[config.mk]
export PLATFORM = sky130hd
export DESIGN_NAME = tug_round_ctrl
export DESIGN_NICKNAME = d
export VERILOG_FILES = /design/src/rtl/tug_pkg.sv /design/src/rtl/round_delay_timer.sv /design/src/rtl/tug_round_ctrl.sv
export SDC_FILE = /design/constraint.sdc
export NUM_CORES = 1
export LEC_CHECK = 0
export ABC_AREA = 1
export CAP_MARGIN = 20
export CORE_ASPECT_RATIO = 0.9
export CORE_UTILIZATION = 50
export CTS_CLUSTER_SIZE = 25
export DETAILED_ROUTE_END_ITERATION = 16
export PLACE_DENSITY = 0.71
export SLEW_MARGIN = 20
export SYNTH_ARGS = -nofsm -noshare
export SYNTH_HDL_FRONTEND = slang
export SYNTH_SLANG_ARGS = --single-unit
[constraint.sdc]
create_clock -name clk -period 1.3 [get_ports clk]
set_input_delay 0.26 -clock clk [delete_from_list [all_inputs] [get_ports clk]]
set_output_delay 0.26 -clock clk [all_outputs]
set_load 0.05 [all_outputs]
[src/rtl/tug_pkg.sv]
// Shared types and constants for the Tug of War round sequencer.
package tug_pkg;

    // Round sequencer states; the encoding is visible on the debug state port.
    typedef enum logic [2:0] {
        StIdle  = 3'd0,
        StDelay = 3'd1,
        StLight = 3'd2,
        StScore = 3'd3,
        StHalt  = 3'd4
    } tug_state_e;

    // 16-bit Fibonacci LFSR, taps 16,14,13,11 (bits 15,13,12,10).
    localparam int unsigned       LFSR_W    = 16;
    localparam logic [LFSR_W-1:0] LFSR_SEED = 16'hACE1;
    localparam logic [LFSR_W-1:0] LFSR_TAPS = 16'hB400;

    // Scorer LED patterns that mean a player has won the game.
    localparam logic [6:0] WIN_LEFT  = 7'b0000111;
    localparam logic [6:0] WIN_RIGHT = 7'b1110000;

    // Decode of the scorer LED bar into the game_over condition.
    function automatic logic is_win_pattern(input logic [6:0] score_leds);
        return (score_leds == WIN_LEFT) || (score_leds == WIN_RIGHT);
    endfunction

endpackage

[src/rtl/round_delay_timer.sv]
// Tick prescaler plus saturating down-counter of ticks.
// load restarts both the prescaler and the count; done flags the edge on
// which the last tick expires, so the caller can change state on that edge.
module round_delay_timer #(
    parameter int unsigned TICK_DIV = 50000,
    parameter int unsigned CNT_W    = 4
) (
    input  logic             clk,
    input  logic             rst,
    input  logic             load,
    input  logic [CNT_W-1:0] load_val,
    input  logic             run,
    output logic             done
);

    localparam int unsigned      PRE_W    = (TICK_DIV > 1) ? $clog2(TICK_DIV) : 1;
    localparam logic [PRE_W-1:0] PRE_LAST = PRE_W'(TICK_DIV - 1);

    logic [PRE_W-1:0] pre_q;
    logic [CNT_W-1:0] cnt_q;
    logic             tick;

    assign tick = run && (pre_q == PRE_LAST);
    // A zero count also reads as done so a stalled timer can never hang the FSM.
    assign done = run && ((cnt_q == '0) || ((cnt_q == CNT_W'(1)) && tick));

    // Prescaler and tick counter; the count holds at zero rather than wrapping.
    always_ff @(posedge clk or posedge rst) begin
        if (rst) begin
            pre_q <= '0;
            cnt_q <= '0;
        end else if (load) begin
            pre_q <= '0;
            cnt_q <= load_val;
        end else if (run && (cnt_q != '0)) begin
            if (tick) begin
                pre_q <= '0;
                cnt_q <= cnt_q - CNT_W'(1);
            end else begin
                pre_q <= pre_q + PRE_W'(1);
            end
        end
    end

endmodule

[src/rtl/tug_round_ctrl.sv]
// Tug of War round sequencer: random get-ready delay, start light and
// first-push arbitration feeding the scorer.
// Optional feature macro: TUG_TIMEOUT_EN (LIGHT times out into a tie).
module tug_round_ctrl
    import tug_pkg::*;
#(
    parameter int unsigned TICK_DIV      = 50000,
    parameter int unsigned DELAY_MIN     = 8,
    parameter int unsigned DELAY_W       = 4,
    parameter int unsigned TIMEOUT_TICKS = 64
) (
    input  logic       clk,
    input  logic       rst,
    input  logic       pbl,
    input  logic       pbr,
    input  logic       game_over,
    output logic       leds_on,
    output logic       right,
    output logic       winrnd,
    output logic       tie,
    output logic [2:0] state
);

    localparam int unsigned CNT_W = $clog2(DELAY_MIN + (1 << DELAY_W));

    tug_state_e        state_q;
    logic [LFSR_W-1:0] lfsr_q;
    logic [CNT_W-1:0]  delay_val;
    logic              delay_load;
    logic              delay_done;
    logic              timeout;
    logic              any_push;
    logic              both_push;

    assign state     = state_q;
    assign any_push  = pbl || pbr;
    assign both_push = pbl && pbr;

    // Free-running LFSR; the nonzero seed and maximal taps keep it off all-zero.
    always_ff @(posedge clk or posedge rst) begin
        if (rst) begin
            lfsr_q <= LFSR_SEED;
        end else begin
            lfsr_q <= {lfsr_q[LFSR_W-2:0], ^(lfsr_q & LFSR_TAPS)};
        end
    end

    assign delay_val  = CNT_W'(DELAY_MIN) + CNT_W'(lfsr_q[DELAY_W-1:0]);
    // Loading only when both buttons are released stops a held button re-scoring.
    assign delay_load = (state_q == StIdle) && !any_push;

    round_delay_timer #(
        .TICK_DIV (TICK_DIV),
        .CNT_W    (CNT_W)
    ) u_delay_timer (
        .clk      (clk),
        .rst      (rst),
        .load     (delay_load),
        .load_val (delay_val),
        .run      (state_q == StDelay),
        .done     (delay_done)
    );

`ifdef TUG_TIMEOUT_EN
    localparam int unsigned TO_W = $clog2(TIMEOUT_TICKS + 1);

    // Second timer instance counts the LIGHT timeout, armed on entering LIGHT.
    round_delay_timer #(
        .TICK_DIV (TICK_DIV),
        .CNT_W    (TO_W)
    ) u_timeout_timer (
        .clk      (clk),
        .rst      (rst),
        .load     ((state_q == StDelay) && delay_done),
        .load_val (TO_W'(TIMEOUT_TICKS)),
        .run      (state_q == StLight),
        .done     (timeout)
    );
`else
    assign timeout = 1'b0;
`endif

    // Round FSM with registered outputs; leds_on doubles as the latched light flag.
    always_ff @(posedge clk or posedge rst) begin
        if (rst) begin
            state_q <= StIdle;
            leds_on <= 1'b0;
            right   <= 1'b0;
            winrnd  <= 1'b0;
            tie     <= 1'b0;
        end else begin
            winrnd <= 1'b0;
            tie    <= 1'b0;
            if (game_over) begin
                // Game win freezes everything until reset, ahead of any push.
                state_q <= StHalt;
                leds_on <= 1'b0;
                right   <= 1'b0;
            end else begin
                unique case (state_q)
                    StIdle: begin
                        if (!any_push) begin
                            state_q <= StDelay;
                            leds_on <= 1'b0;
                        end
                    end
                    StDelay: begin
                        if (any_push) begin
                            state_q <= StScore;
                            if (both_push) begin
                                tie <= 1'b1;
                            end else begin
                                winrnd <= 1'b1;
                                right  <= pbr;
                            end
                        end else if (delay_done) begin
                            state_q <= StLight;
                            leds_on <= 1'b1;
                        end
                    end
                    StLight: begin
                        if (any_push) begin
                            state_q <= StScore;
                            if (both_push) begin
                                tie <= 1'b1;
                            end else begin
                                winrnd <= 1'b1;
                                right  <= pbr;
                            end
                        end else if (timeout) begin
                            state_q <= StScore;
                            tie     <= 1'b1;
                        end
                    end
                    StScore: begin
                        state_q <= StIdle;
                    end
                    StHalt: begin
                        state_q <= StHalt;
                    end
                    default: begin
                        state_q <= StIdle;
                    end
                endcase
            end
        end
    end

endmodule
==> flow_summary.toml <==
[run_status]
status = "finished, violations left"
violations = "setup timing"

[place]
gp_congestion = 0.9016
dp_hpwl_um = 4050
port_buffers = 11
place_area_um2 = 3032

[sta]
min_period_ps = 1754
rsz0062_at_grt = "yes"
clock.fmax_mhz = 570.1
finalMaxSlewViolations = 0
hold_violations = 0
slew_headroom_pct = 61.39
worst_pin_slew_ps = 573.0
timing.final.crit_share_pct = 134.9
setup_viol = 28
fin_ws_ps = -454.2
setup_tns_ps = -5202
clock-skew-final_ps = 8.476

[final_layout]
antenna-diode-count = 0
fin_nets = 378
drive_above_1_share_pct = 44.57
postLayoutCellArea_um2 = 3528
syn2layout_area_growth_pct = 54.86

[clock_tree]
h-tree-depth = 2
cts_sinks = 44
clk_path_buf_depth = 2
clock_latency_ps = 310
cts-root-buf = "clkbuf_8"
cts_hold_buf = 0
numCtsBuffers = 5
tritoncts = "built"
clkTransAtPathRegs_ps = 80

[die]
die_h_um = 66.04
die_x_um = 73.16
io_pins = 12
initial_utilization_pct = 54.10
die-area_um2 = 4831
num_rows = 22
coreArea_um2 = 4212

[hold_path]
hold_class = "primary input to asynchronous set/reset pin"

[routing]
avgRoutedWirePerCell_um = 18.10
drtIter0Drc = 214
drtPass1Iterations = 5
drc = 0
via_count = 2381
antenna_left = 0
wl_um = 7748
vias_per_cell = 5.563

[job]
drv_cap = 0

[logic_synthesis]
synthTopCellsByArea = "dfrtp_1 (40%), dfstp_2 (9.2%), nand2_1 (9.2%)"
yosysWarnings = 0
syn_nets = 288
ys_ff_latch = 44
syn-instance-count = 277
syn_area_um2 = 2278
netlist.area_leader.share_pct = 39.54
synth_area_leader_cell = "dfrtp_1"
seq_area_frac_synth_pct = 48.76
syn_avg_cell_area_um2 = 8.225
yosysUniqueCellTypes = 28

[pwr]
p_per_area_nw_per_um2 = 778.5
peakVddDrop_mv = 0.7679
p_leak_nw = 1.659

[grt]
grtUsageTotal_pct = 28.05
grt_overflow = 0
grt_start_max_net_pins = 45
antenna_found_initial = 0
grt_pass1_wl_um = 9963
first_global_vias = 2217

[setup_path]
startpoint_type = "register"
critPathMaxFanout = 4
critPathRequiredTime_ps = 1500
setup.worst_path.end_class = "register"
setup.worst_path.end = "state[0]"
worstRegToRegCells = 8
reg2reg_from = "state[0]"
crit_start = "state[0]"
critPathArrivalTime_ps = 1960
r2r_end = "state[0]"
crit_type = "register to register"
r2r_slack_ps = -450
==> layer usage <==
metal	vias to the layer above	wire (µm)	track usage, %
li1	1084	-	-
met1	1152	3087	34.71
met2	102	3859	47.69
met3	43	378	4.573
met4	0	423	13.24
met5	-	0	0
==> timing repair <==
action | CTS | global route
gates resized for setup | 42 | 37
buffers inserted | 4 | 5
setup endpoints to repair | 28 | 28
gates cloned | 1 | 1
pin swaps | 12 | 24
==> cells in the mapped netlist (all sizes together) <==
cell   number
buf         5
a21oi       8
nand4      13
nor2       36
nor4        2
xnor2       3
nand3      22
inv        37
and3        1
dfrtp      36
nor3        7
o31ai       1
o22ai       2
xor2        4
dfstp       8
nand2      62
o21ai      22
ha          6
a31oi       1
or2         1
==> registers in the layout, summed over array words and instances (netlist names) <==
name                 count
u_delay_timer.pre_q     16
leds_on                  1
tie                      1
lfsr_q                  16
right                    1
winrnd                   1
state                    3
u_delay_timer.cnt_q      5
==> placed cells by master, fill, tap and decap left out, types with 10 or more instances in the layout <==
master	instances
buf_4	61
inv_1	26
nand4_1	13
o21ai_1	14
buf_6	11
dfrtp_1	33
nand2_1	47
nor2_1	25
nand3_1	13
buf_12	10
==> critical path: stages (launching register included) <==
cell and delay [ps]:
dfrtp_2 450, inv_2 100, nand2_4 60, buf_4 130, buf_4 140, o21ai_0 480, nand2_2 130, nand2_1 100
nand2_1 50
==> power by group <==
part / internal (mW) / switching [mW]
registers: 1.39 / 0.00907
logic: 0.101 / 0.125
clock network: 0.628 / 0.497
total: 2.12 / 0.632
==> how the worst min path moves through the flow <==
stage	from	to	cells after the start	slack, ps
after global placement	lfsr_q[14]	lfsr_q[15]	0	340
final	rst	u_delay_timer.pre_q[1]	3	300
after CTS	rst	u_delay_timer.pre_q[1]	3	300
after detailed placement	lfsr_q[4]	lfsr_q[5]	0	340
after global routing	rst	u_delay_timer.pre_q[15]	3	320
after floorplan	game_over	winrnd	1	330
==> per-stage QoR <==
step	hold slack, ps	total power [mW]	utilization (%)	cells	setup slack [ps]
3_3_place_gp	335.2	1.613	71.98	411	-484.9
6_report	301.3	2.747	83.78	428	-454.2
3_5_place_dp	336.7	1.617	71.98	411	-536.2
4_1_cts	301.5	2.728	79.44	424	-120.8
5_1_grt	319.8	2.831	83.78	428	-454.9
2_1_floorplan	325.6	1.510	-	277	-163.6
==> kinds of logic (layout without fill, tap and decap cells) <==
kind of cell,after synthesis,count (layout),synth area share (%)
compound gates,34,34,7.743
xor+xnor,7,7,2.691
fa+ha+maj,6,6,3.295
buf+inv,42,131,8.237
flops,44,44,48.76
simple gates,144,146,29.27
==> cell type report <==
cell class                 instances  area [µm²]
clock buffer                       6       82.58
clock inverter                     2       38.79
fill                             243       683.2
inverter                          37       153.9
multi-input combinational        193        1241
sequential                        44        1115
tap                               60       75.07
timing repair buffer              86       822.0
No activity file was read; power rests on OpenSTA's default activity.
